File: src/rtl/fetch_stage.sv
// Instruction fetch: one outstanding imem read, redirect with stale-response
// drop, single held packet forwarded to decode when the bus is free.
module fetch_stage #(
  parameter int unsigned       ADDR_W   = 32,
  parameter int unsigned       INSN_W   = 32,
  parameter logic [ADDR_W-1:0] RESET_PC = '0,
  parameter int unsigned       PC_STEP  = 4
) (
  input  logic              clk,
  input  logic              rst_n,
  output logic              imem_req,
  output logic [ADDR_W-1:0] imem_addr,
  input  logic              imem_req_ready,
  input  logic              imem_rsp_valid,
  input  logic [INSN_W-1:0] imem_rsp_data,
  input  logic              bus_is_busy,
  output logic              bus_send,
  output logic [ADDR_W-1:0] bus_pkt_pc,
  output logic [INSN_W-1:0] bus_pkt_insn,
  input  logic              redirect_valid,
  input  logic [ADDR_W-1:0] redirect_pc,
  input  logic              halt
);

  localparam logic [ADDR_W-1:0] STEP = ADDR_W'(PC_STEP);

  typedef enum logic [1:0] {
    S_ISSUE,
    S_WAIT,
    S_HOLD
  } state_t;

  state_t            r_state;
  logic [ADDR_W-1:0] r_pc;
  logic [ADDR_W-1:0] r_req_pc;
  logic [ADDR_W-1:0] r_pkt_pc;
  logic [INSN_W-1:0] r_pkt_insn;
  logic              r_drop;
  logic              r_live;

  logic w_accept;
  logic w_send;

  // r_live keeps imem_req low until the first edge after reset release
  assign imem_req  = r_live && (r_state == S_ISSUE) && !halt;
  assign imem_addr = r_pc;
  assign w_accept  = imem_req && imem_req_ready;
  assign w_send    = (r_state == S_HOLD) && !bus_is_busy
                     && !redirect_valid;

  assign bus_send     = w_send;
  assign bus_pkt_pc   = r_pkt_pc;
  assign bus_pkt_insn = r_pkt_insn;

  always_ff @(posedge clk or negedge rst_n) begin
    if (!rst_n) begin
      r_state    <= S_ISSUE;
      r_pc       <= RESET_PC;
      r_req_pc   <= '0;
      r_pkt_pc   <= '0;
      r_pkt_insn <= '0;
      r_drop     <= 1'b0;
      r_live     <= 1'b0;
    end else begin
      r_live <= 1'b1;
      if (redirect_valid) begin
        r_pc <= redirect_pc;
        unique case (r_state)
          S_ISSUE: begin
            if (w_accept) begin
              r_req_pc <= r_pc;
              r_drop   <= 1'b1;
              r_state  <= S_WAIT;
            end
          end
          S_WAIT: begin
            if (imem_rsp_valid) begin
              r_drop  <= 1'b0;
              r_state <= S_ISSUE;
            end else begin
              r_drop <= 1'b1;
            end
          end
          S_HOLD:  r_state <= S_ISSUE;
          default: r_state <= S_ISSUE;
        endcase
      end else begin
        unique case (r_state)
          S_ISSUE: begin
            if (w_accept) begin
              r_req_pc <= r_pc;
              r_pc     <= r_pc + STEP;
              r_state  <= S_WAIT;
            end
          end
          S_WAIT: begin
            if (imem_rsp_valid) begin
              if (r_drop) begin
                r_drop  <= 1'b0;
                r_state <= S_ISSUE;
              end else begin
                r_pkt_pc   <= r_req_pc;
                r_pkt_insn <= imem_rsp_data;
                r_state    <= S_HOLD;
              end
            end
          end
          S_HOLD: begin
            if (!bus_is_busy) r_state <= S_ISSUE;
          end
          default: r_state <= S_ISSUE;
        endcase
      end
    end
  end

endmodule

File: config.mk
export PLATFORM = sky130hd
export DESIGN_NAME = fetch_stage
export DESIGN_NICKNAME = d
export VERILOG_FILES = /design/src/rtl/fetch_stage.sv
export SDC_FILE = /design/constraint.sdc
export NUM_CORES = 1
export LEC_CHECK = 0
export ABC_CLOCK_PERIOD_IN_PS = 1700
export BUFFER_PORTS_ARGS = -buffer_cell sky130_fd_sc_hd__buf_2
export CORE_ASPECT_RATIO = 1.5
export CORE_UTILIZATION = 40
export DETAILED_ROUTE_END_ITERATION = 12
export PLACE_DENSITY = 0.67
export REMOVE_ABC_BUFFERS = 1
export SYNTH_ARGS = -nofsm -noshare
export SYNTH_HDL_FRONTEND = slang
export SYNTH_SLANG_ARGS = --single-unit
export TNS_END_PERCENT = 5
File: constraint.sdc
create_clock -name clk -period 1.7 [get_ports clk]
set_clock_uncertainty 0.05 [all_clocks]
set_input_delay 0.17 -clock clk [delete_from_list [all_inputs] [get_ports clk]]
set_output_delay 0.17 -clock clk [all_outputs]
set_load 0.01 [all_outputs]
==> results of run 1 <==
registers in the layout (all words and copies together) (netlist names):
name and cells:
r_req_pc 32, r_state 2, r_live 1, bus_pkt_insn 32
bus_pkt_pc 32, imem_addr 32, r_drop 1
Yosys cell counts (2+ instances only):
cell                       number
sky130_fd_sc_hd__nand2_1       25
sky130_fd_sc_hd__and3_1         7
sky130_fd_sc_hd__nand4_1       10
sky130_fd_sc_hd__clkbuf_1      13
sky130_fd_sc_hd__buf_6          2
sky130_fd_sc_hd__mux2_2        95
sky130_fd_sc_hd__inv_1          3
sky130_fd_sc_hd__a31oi_1       19
sky130_fd_sc_hd__and4_1         3
sky130_fd_sc_hd__and2_1         2
sky130_fd_sc_hd__o31ai_1       16
sky130_fd_sc_hd__dfrtp_1      132
sky130_fd_sc_hd__o21ai_0       14
sky130_fd_sc_hd__nor2_1        19
sky130_fd_sc_hd__buf_1          2
sky130_fd_sc_hd__nand3_1       10
sky130_fd_sc_hd__buf_2          6
sky130_fd_sc_hd__o211ai_1       3
sky130_fd_sc_hd__xor2_1         6
sky130_fd_sc_hd__or3_1          5
sky130_fd_sc_hd__or4_1         19
layer usage:
| metal | share of wire | vias up |
|---|---|---|
| met5 | 0 | - |
| met4 | 0.020 | 0 |
| met3 | 0.044 | 31 |
| met2 | 0.53 | 151 |
| met1 | 0.40 | 2333 |
| li1 | - | 2181 |
final timing paths:
path | from | endpoint | slack (ps) | cells after the start
setup / recovery | r_state[1]$_DFFE_PN0P_ | imem_addr[29]$_DFFE_PN0P_ | -280 | 6
max in group asynchronous | rst_n | bus_pkt_insn[20]$_DFFE_PN0P_ | 820 | 3
setup reg to reg | r_state[1]$_DFFE_PN0P_ | imem_addr[29]$_DFFE_PN0P_ | -280 | 6
hold / removal | redirect_valid | imem_addr[5]$_DFFE_PN0P_ | 190 | 3
min in group asynchronous | rst_n | bus_pkt_insn[7]$_DFFE_PN0P_ | 200 | 2
hold reg to reg | r_req_pc[16]$_DFFE_PN0P_ | r_req_pc[16]$_DFFE_PN0P_ | 430 | 2
layout by cell type (no fill, tap or decap), drive strengths merged, types with 16 or more instances in the layout:
| cell type | instances |
|---|---|
| a31oi | 19 |
| or4 | 19 |
| o31ai | 16 |
| nand2 | 25 |
| mux2 | 95 |
| nor2 | 19 |
| dfrtp | 132 |
| dlygate4sd3 | 67 |
| buf | 231 |
| clkbuf | 18 |
power by group:
group / internal (mW) / leakage, nW / total [mW] / switching, mW
clock: 2.18 / 0.287 / 3.60 / 1.42
sequential: 4.14 / 1.60 / 4.61 / 0.470
combinational: 1.58 / 2.17 / 2.91 / 1.33
total: 7.90 / 4.05 / 11.1 / 3.22
kinds of logic after synthesis:
family | count (synthesis) | synth area share
DFF | 132 | 0.590
and+or+nand+nor | 110 | 0.114
muxes | 96 | 0.193
AOI/OAI and AO/OA | 58 | 0.0678
buffers and inverters | 27 | 0.0221
xor gates and xnor gates | 6 | 0.00939
adders and majority gates | 1 | 0.00224
other | 1 | 0.000670
metrics by stage:
step	area (sq um)	worst slack (ps)
after floorplan	5490	-893
final	8520	-281
after global routing	8520	-342
after CTS	8450	-231
after detailed placement	7060	-267
after global placement	7060	-182
repair_timing:
action,in CTS,in global routing
hold buffers,67,0
setup endpoints to repair,120,126
pin swaps,6,10
resized for setup,19,16
gates cloned,1,0
setup buffers,4,2
hold endpoints to repair,138,0
cell type report:
cell class,instances,area share
inverters,4,0.00176
well taps,162,0.0238
repair buffers,299,0.249
clock buffers,18,0.0504
multi-input cells,272,0.269
clock inverters,14,0.0182
flip-flops and latches,132,0.388
critical path: cells and delay by family (launching register included):
family / cells / cell delay (ps)
simple gates: 2 / 570
compound gates: 2 / 360
flops: 1 / 410
buf+inv: 2 / 470
==> impl_metrics.xml, run 1 <==
<?xml version="1.0" encoding="UTF-8"?>
<metrics>
  <group name="run_status">
    <metric name="status" unit="">complete, but fails checks</metric>
    <metric name="failed_checks" unit="">setup timing</metric>
  </group>
  <group name="route">
    <metric name="routed-via-count" unit="">4696</metric>
    <metric name="drt_pre_antenna_iters" unit="">6</metric>
    <metric name="viasPerCell" unit="">5.21</metric>
    <metric name="antenna_violating_nets_post_route" unit="">0</metric>
    <metric name="postRouteWirelength" unit="microns">14900</metric>
    <metric name="wl_per_cell" unit="microns">16.5</metric>
    <metric name="drtIter0Drc" unit="">204</metric>
    <metric name="route.detailed.drc" unit="">0</metric>
  </group>
  <group name="layout">
    <metric name="drive_gt1_frac" unit="">0.518</metric>
    <metric name="finish.net_count" unit="">798</metric>
    <metric name="fill_cells" unit="">1054</metric>
    <metric name="layout.area.seq" unit="sq um">3300</metric>
    <metric name="multi_input_comb_area" unit="sq um">2300</metric>
    <metric name="final_util" unit="">0.627</metric>
    <metric name="antenna_cells_inserted" unit="">0</metric>
    <metric name="layout-area-overhead-vs-synth" unit="%">52.4</metric>
    <metric name="final_cell_count_no_fill" unit="">901</metric>
  </group>
  <group name="floorplan">
    <metric name="die_width" unit="microns">98.6</metric>
    <metric name="coreArea" unit="sq um">13600</metric>
    <metric name="die-area" unit="sq um">14500</metric>
    <metric name="die_height" unit="microns">147</metric>
    <metric name="placementRows" unit="">52</metric>
    <metric name="io_pins" unit="">169</metric>
    <metric name="floorplan.initialDensity" unit="">0.411</metric>
  </group>
  <group name="cts">
    <metric name="cts.sink_count" unit="">132</metric>
    <metric name="clock-root-buffer" unit="">sky130_fd_sc_hd__clkbuf_16</metric>
    <metric name="numCtsBuffers" unit="">17</metric>
    <metric name="insertion_delay" unit="ps">410</metric>
    <metric name="cts_tree" unit="">built</metric>
    <metric name="htree_levels" unit="">4</metric>
    <metric name="clock_pin_slew_of_the_registers_on_the_worst_case_setup_and_hold_paths" unit="ps">60</metric>
    <metric name="clock_tree.buffer_depth" unit="">2</metric>
  </group>
  <group name="worst_setup_path">
    <metric name="cells_along_the_critical_path" unit="">nor4b_4 -&gt; nand4_4 -&gt; buf_4 -&gt; bufbuf_16 -&gt; o31ai_2 -&gt; a31oi_1</metric>
    <metric name="timing.critical_path.fanout_max" unit="">14</metric>
    <metric name="crit_path_start_kind" unit="">flop</metric>
    <metric name="timing.critical_path.to_type" unit="">flop</metric>
    <metric name="critical_path_class" unit="">flop to flop</metric>
    <metric name="slowest_cp_cell" unit="">sky130_fd_sc_hd__dfrtp_1</metric>
    <metric name="required" unit="ps">1930</metric>
    <metric name="crit_arrival" unit="ps">2210</metric>
    <metric name="critPathMaxStageDelay" unit="ps">410</metric>
  </group>
  <group name="pwr">
    <metric name="powerDensity" unit="nW/um^2">1300</metric>
    <metric name="vdd_drop_max" unit="V">0.000713</metric>
    <metric name="p_leak" unit="nW">4.05</metric>
    <metric name="post-layout-total-power" unit="mW">11.1</metric>
  </group>
  <group name="global_routing">
    <metric name="grtUsageMet3" unit="">0.0433</metric>
    <metric name="global_route_wire_length_before_repair" unit="microns">24200</metric>
    <metric name="grt-ovfl-total" unit="">0</metric>
    <metric name="via_count_of_the_first_global_routing_pass" unit="">4968</metric>
    <metric name="global_route.peak_usage_layer" unit="">met2</metric>
    <metric name="antenna_found_initial" unit="">0</metric>
    <metric name="grtUsageMet1" unit="">0.240</metric>
    <metric name="grt_start_max_net_pins" unit="">45</metric>
    <metric name="groute.layer.met2.usage" unit="">0.395</metric>
    <metric name="gr-usage-all-layers" unit="">0.215</metric>
  </group>
  <group name="timing">
    <metric name="timing_hold_violations_final" unit="">0</metric>
    <metric name="grt_setup_unrepaired" unit="">yes</metric>
    <metric name="whs" unit="ps">192</metric>
    <metric name="drv_slew" unit="">0</metric>
    <metric name="fmaxAchievable" unit="GHz">0.505</metric>
    <metric name="min_period_over_period" unit="">1.17</metric>
    <metric name="timing.setup.tns" unit="ps">-18440</metric>
    <metric name="layout_setup_ws" unit="ps">-281</metric>
    <metric name="fin_crit" unit="ps">1980</metric>
    <metric name="setup_viol_count_final" unit="">94</metric>
  </group>
  <group name="worst_hold_path">
    <metric name="worst_hold_path_type" unit="">input pin to flop</metric>
  </group>
  <group name="place">
    <metric name="hpwl" unit="microns">9830</metric>
    <metric name="placed_cells" unit="">795</metric>
    <metric name="gp_congestion" unit="">0.780</metric>
    <metric name="place.port_buffers" unit="">168</metric>
  </group>
  <group name="logic_synthesis">
    <metric name="synth.top_cell.area_share" unit="">0.590</metric>
    <metric name="ys_types" unit="">41</metric>
    <metric name="synth_area" unit="sq um">5590</metric>
    <metric name="post_synth_inst_count" unit="">431</metric>
    <metric name="synth_top_cells_by_area" unit="">sky130_fd_sc_hd__dfrtp_1 (59%), sky130_fd_sc_hd__mux2_2 (19%), sky130_fd_sc_hd__or4_1 (2.5%)</metric>
    <metric name="postSynth.topFlopCell" unit="">sky130_fd_sc_hd__dfrtp_1</metric>
    <metric name="ys_seq_elements" unit="">132</metric>
    <metric name="synth.yosys.seq_area_share" unit="">0.590</metric>
    <metric name="synth-edff-count" unit="">0</metric>
    <metric name="netlist.top_cell.by_area" unit="">sky130_fd_sc_hd__dfrtp_1</metric>
    <metric name="synthesized_area_per_cell" unit="sq um">13.0</metric>
    <metric name="synth-async-reset-ratio" unit="">1.00</metric>
    <metric name="ys.warnings.count" unit="">0</metric>
  </group>
  <group name="job">
    <metric name="maxCapViolations" unit="">0</metric>
  </group>
</metrics>
No activity file was read; power rests on OpenSTA's default activity.
==> run 2, diff against run 1 <==
- CELL_PAD_IN_SITES_DETAIL_PLACEMENT: default -> 1
- CELL_PAD_IN_SITES_GLOBAL_PLACEMENT: default -> 1
- CORE_UTILIZATION: 40 -> 36
- PLACE_DENSITY: 0.67 -> default
- PLACE_DENSITY_LB_ADDON: default -> 0.1
==> impl_metrics.xml, run 2 (same netlist as run 1, synthesis figures left out) <==
<?xml version="1.0" encoding="UTF-8"?>
<metrics>
  <group name="run_status">
    <metric name="status" unit="">complete, but fails checks</metric>
    <metric name="failed_checks" unit="">setup timing</metric>
  </group>
  <group name="job">
    <metric name="maxCapViolations" unit="">0</metric>
  </group>
  <group name="worst_setup_path">
    <metric name="critPathMaxStageDelay" unit="ps">490</metric>
    <metric name="crit_arrival" unit="ps">2240</metric>
    <metric name="cp_top_family" unit="">simple AND/OR/NAND/NOR gates</metric>
    <metric name="crit_path_start_kind" unit="">flop</metric>
    <metric name="cells_along_the_critical_path" unit="">nor4b_4 -&gt; buf_4 -&gt; nand4_4 -&gt; buf_12 -&gt; or4_1 -&gt; a31oi_1</metric>
    <metric name="reg2reg_to" unit="">imem_addr[27]$_DFFE_PN0P_</metric>
    <metric name="timing.critical_path.fanout_max" unit="">7</metric>
    <metric name="cp_num_buf_inv" unit="">2</metric>
    <metric name="timing.critical_path.to_type" unit="">flop</metric>
    <metric name="r2r_setup_slack" unit="ps">-260</metric>
    <metric name="critical_path_class" unit="">flop to flop</metric>
    <metric name="ff2ff_path_depth" unit="">6</metric>
    <metric name="slowest_cp_cell" unit="">sky130_fd_sc_hd__or4_1</metric>
    <metric name="r2r-start" unit="">r_state[1]$_DFFE_PN0P_</metric>
    <metric name="required" unit="ps">1980</metric>
  </group>
  <group name="cts">
    <metric name="cts.sink_count" unit="">132</metric>
    <metric name="clock_pin_slew_of_the_registers_on_the_worst_case_setup_and_hold_paths" unit="ps">60</metric>
    <metric name="cts_tree" unit="">built</metric>
    <metric name="insertion_delay" unit="ps">420</metric>
    <metric name="clock-root-buffer" unit="">sky130_fd_sc_hd__clkbuf_16</metric>
    <metric name="numCtsBuffers" unit="">17</metric>
    <metric name="clock_tree.buffer_depth" unit="">2</metric>
    <metric name="htree_levels" unit="">4</metric>
  </group>
  <group name="route">
    <metric name="drtIter0Drc" unit="">98</metric>
    <metric name="drt_pre_antenna_iters" unit="">4</metric>
    <metric name="route.layer.met1.wl" unit="microns">6460</metric>
    <metric name="postRouteWirelength" unit="microns">16600</metric>
    <metric name="topRoutingLayerUsed" unit="">met4</metric>
    <metric name="viasPerCell" unit="">5.02</metric>
    <metric name="routed-via-count" unit="">4730</metric>
    <metric name="route.detailed.drc" unit="">0</metric>
    <metric name="detailroute.wirelength.met2" unit="microns">9380</metric>
    <metric name="wl_met3" unit="microns">583</metric>
    <metric name="antenna_violating_nets_post_route" unit="">0</metric>
    <metric name="wl_per_cell" unit="microns">17.6</metric>
  </group>
  <group name="place">
    <metric name="post-place-ws" unit="ps">-274</metric>
    <metric name="place.port_buffers" unit="">168</metric>
    <metric name="placed_cell_area" unit="sq um">7120</metric>
    <metric name="gp_congestion" unit="">0.764</metric>
    <metric name="placed_cells" unit="">836</metric>
    <metric name="hpwl" unit="microns">10900</metric>
  </group>
  <group name="timing">
    <metric name="fin_crit" unit="ps">1960</metric>
    <metric name="drv_slew" unit="">0</metric>
    <metric name="setup_viol_count_final" unit="">119</metric>
    <metric name="min_period_over_period" unit="">1.16</metric>
    <metric name="fmaxAchievable" unit="GHz">0.509</metric>
    <metric name="grt_setup_unrepaired" unit="">yes</metric>
    <metric name="layout_setup_ws" unit="ps">-264</metric>
    <metric name="timing_hold_violations_final" unit="">0</metric>
    <metric name="whs" unit="ps">9.83</metric>
  </group>
  <group name="floorplan">
    <metric name="die_height" unit="microns">155</metric>
    <metric name="coreArea" unit="sq um">15100</metric>
    <metric name="die_width" unit="microns">104</metric>
    <metric name="placementRows" unit="">55</metric>
    <metric name="floorplan.initialDensity" unit="">0.370</metric>
    <metric name="die-area" unit="sq um">16100</metric>
    <metric name="io_pins" unit="">169</metric>
  </group>
  <group name="layout">
    <metric name="final_cell_count_no_fill" unit="">942</metric>
    <metric name="design_area" unit="sq um">8590</metric>
    <metric name="multi_input_comb_area" unit="sq um">2290</metric>
    <metric name="layout_commonest_cell" unit="">sky130_fd_sc_hd__buf_2</metric>
    <metric name="antenna_cells_inserted" unit="">0</metric>
    <metric name="layout-area-overhead-vs-synth" unit="%">53.6</metric>
    <metric name="layout.area.seq" unit="sq um">3300</metric>
    <metric name="finish.net_count" unit="">803</metric>
    <metric name="drive_gt1_frac" unit="">0.525</metric>
    <metric name="most-common-layout-cells" unit="">sky130_fd_sc_hd__buf_2 (166), sky130_fd_sc_hd__dfrtp_1 (132), sky130_fd_sc_hd__mux2_2 (95), sky130_fd_sc_hd__dlygate4sd3_1 (64), sky130_fd_sc_hd__buf_4 (61)</metric>
    <metric name="fill_cells" unit="">1580</metric>
  </group>
  <group name="pwr">
    <metric name="p_leak" unit="nW">4.06</metric>
    <metric name="post-layout-total-power" unit="mW">11.2</metric>
    <metric name="powerDensity" unit="nW/um^2">1300</metric>
    <metric name="vdd_drop_max" unit="V">0.000616</metric>
  </group>
  <group name="global_routing">
    <metric name="grt_start_max_net_pins" unit="">51</metric>
    <metric name="global_route_wire_length_before_repair" unit="microns">26800</metric>
    <metric name="antenna_found_initial" unit="">0</metric>
    <metric name="via_count_of_the_first_global_routing_pass" unit="">5233</metric>
    <metric name="gr-usage-all-layers" unit="">0.214</metric>
    <metric name="grt-ovfl-total" unit="">0</metric>
  </group>
  <group name="worst_hold_path">
    <metric name="hold_depth" unit="">3</metric>
    <metric name="worst_hold_path_type" unit="">input pin to flop</metric>
    <metric name="hp-start" unit="">redirect_pc[26]</metric>
    <metric name="timing.hold.worst_endpoint" unit="">imem_addr[26]$_DFFE_PN0P_</metric>
  </group>
</metrics>
==> run 2: cell types whose count changed in the layout (fill, tap and decap cells not counted), moves of 3 or more <==
cell | previous run | this run
sky130_fd_sc_hd__dlygate4sd3_1 | 67 | 64
sky130_fd_sc_hd__or4_1 | 17 | 13
sky130_fd_sc_hd__o31ai_1 | 5 | 12
sky130_fd_sc_hd__o31ai_2 | 10 | 4
sky130_fd_sc_hd__or4_4 | 2 | 6
sky130_fd_sc_hd__buf_4 | 53 | 61
==> run 2: worst min-delay path, stage by stage <==
cell and delay, ps:
sky130_fd_sc_hd__buf_2 80, sky130_fd_sc_hd__nor2_1 40, sky130_fd_sc_hd__a31oi_1 130
==> run 2: layer usage <==
| layer | vias to the layer above | global-route usage |
|---|---|---|
| met5 | - | 0 |
| met3 | 19 | 0.0426 |
| met1 | 2396 | 0.237 |
| li1 | 2197 | - |
| met4 | 0 | 0.0639 |
| met2 | 118 | 0.409 |
==> run 2: worst max-delay path by stage <==
| stage | from | endpoint | slack, ps | cells past startpoint |
|---|---|---|---|---|
| 2_1_floorplan | r_state[1]$_DFFE_PN0P_ | bus_pkt_insn[0]$_DFFE_PN0P_ | -890 | 3 |
| 3_3_place_gp | r_state[0]$_DFFE_PN0P_ | imem_addr[31]$_DFFE_PN0P_ | -200 | 5 |
| 3_5_place_dp | r_state[0]$_DFFE_PN0P_ | imem_addr[14]$_DFFE_PN0P_ | -270 | 5 |
| 4_1_cts | r_state[1]$_DFFE_PN0P_ | imem_addr[31]$_DFFE_PN0P_ | -230 | 6 |
| 5_1_grt | r_state[1]$_DFFE_PN0P_ | imem_addr[27]$_DFFE_PN0P_ | -320 | 6 |
| 6_report | r_state[1]$_DFFE_PN0P_ | imem_addr[27]$_DFFE_PN0P_ | -260 | 6 |
==> run 2: repair_timing <==
action / in CTS / in global routing
pin swaps: 21 / 17
endpoints found under the setup margin: 125 / 127
buffers inserted: 7 / 3
hold buffers: 64 / 0
gates resized for setup: 14 / 21
hold endpoints to repair: 195 / 0
gates cloned: 0 / 2
==> run 2: power breakdown <==
part	internal, mW	total (mW)	switching (mW)
Combinational	1.58	2.93	1.36
Clock	2.19	3.60	1.41
Sequential	4.14	4.63	0.486
Total	7.91	11.2	3.25
==> run 2: stage by stage <==
step	setup TNS, ps	utilization
global placement	-8470	0.470
global route	-22700	0.568
detailed placement	-12770	0.470
finish	-17860	0.568
floorplan	-97140	-
CTS	-16170	0.557
==> run 2: cell type report <==
cell class / count / area share
Multi-Input combinational cell: 272 / 0.267
Timing Repair Buffer: 304 / 0.251
Inverter: 4 / 0.00175
Tap cell: 199 / 0.0290
Clock inverter: 12 / 0.0154
Sequential cell: 132 / 0.384
Clock buffer: 19 / 0.0516
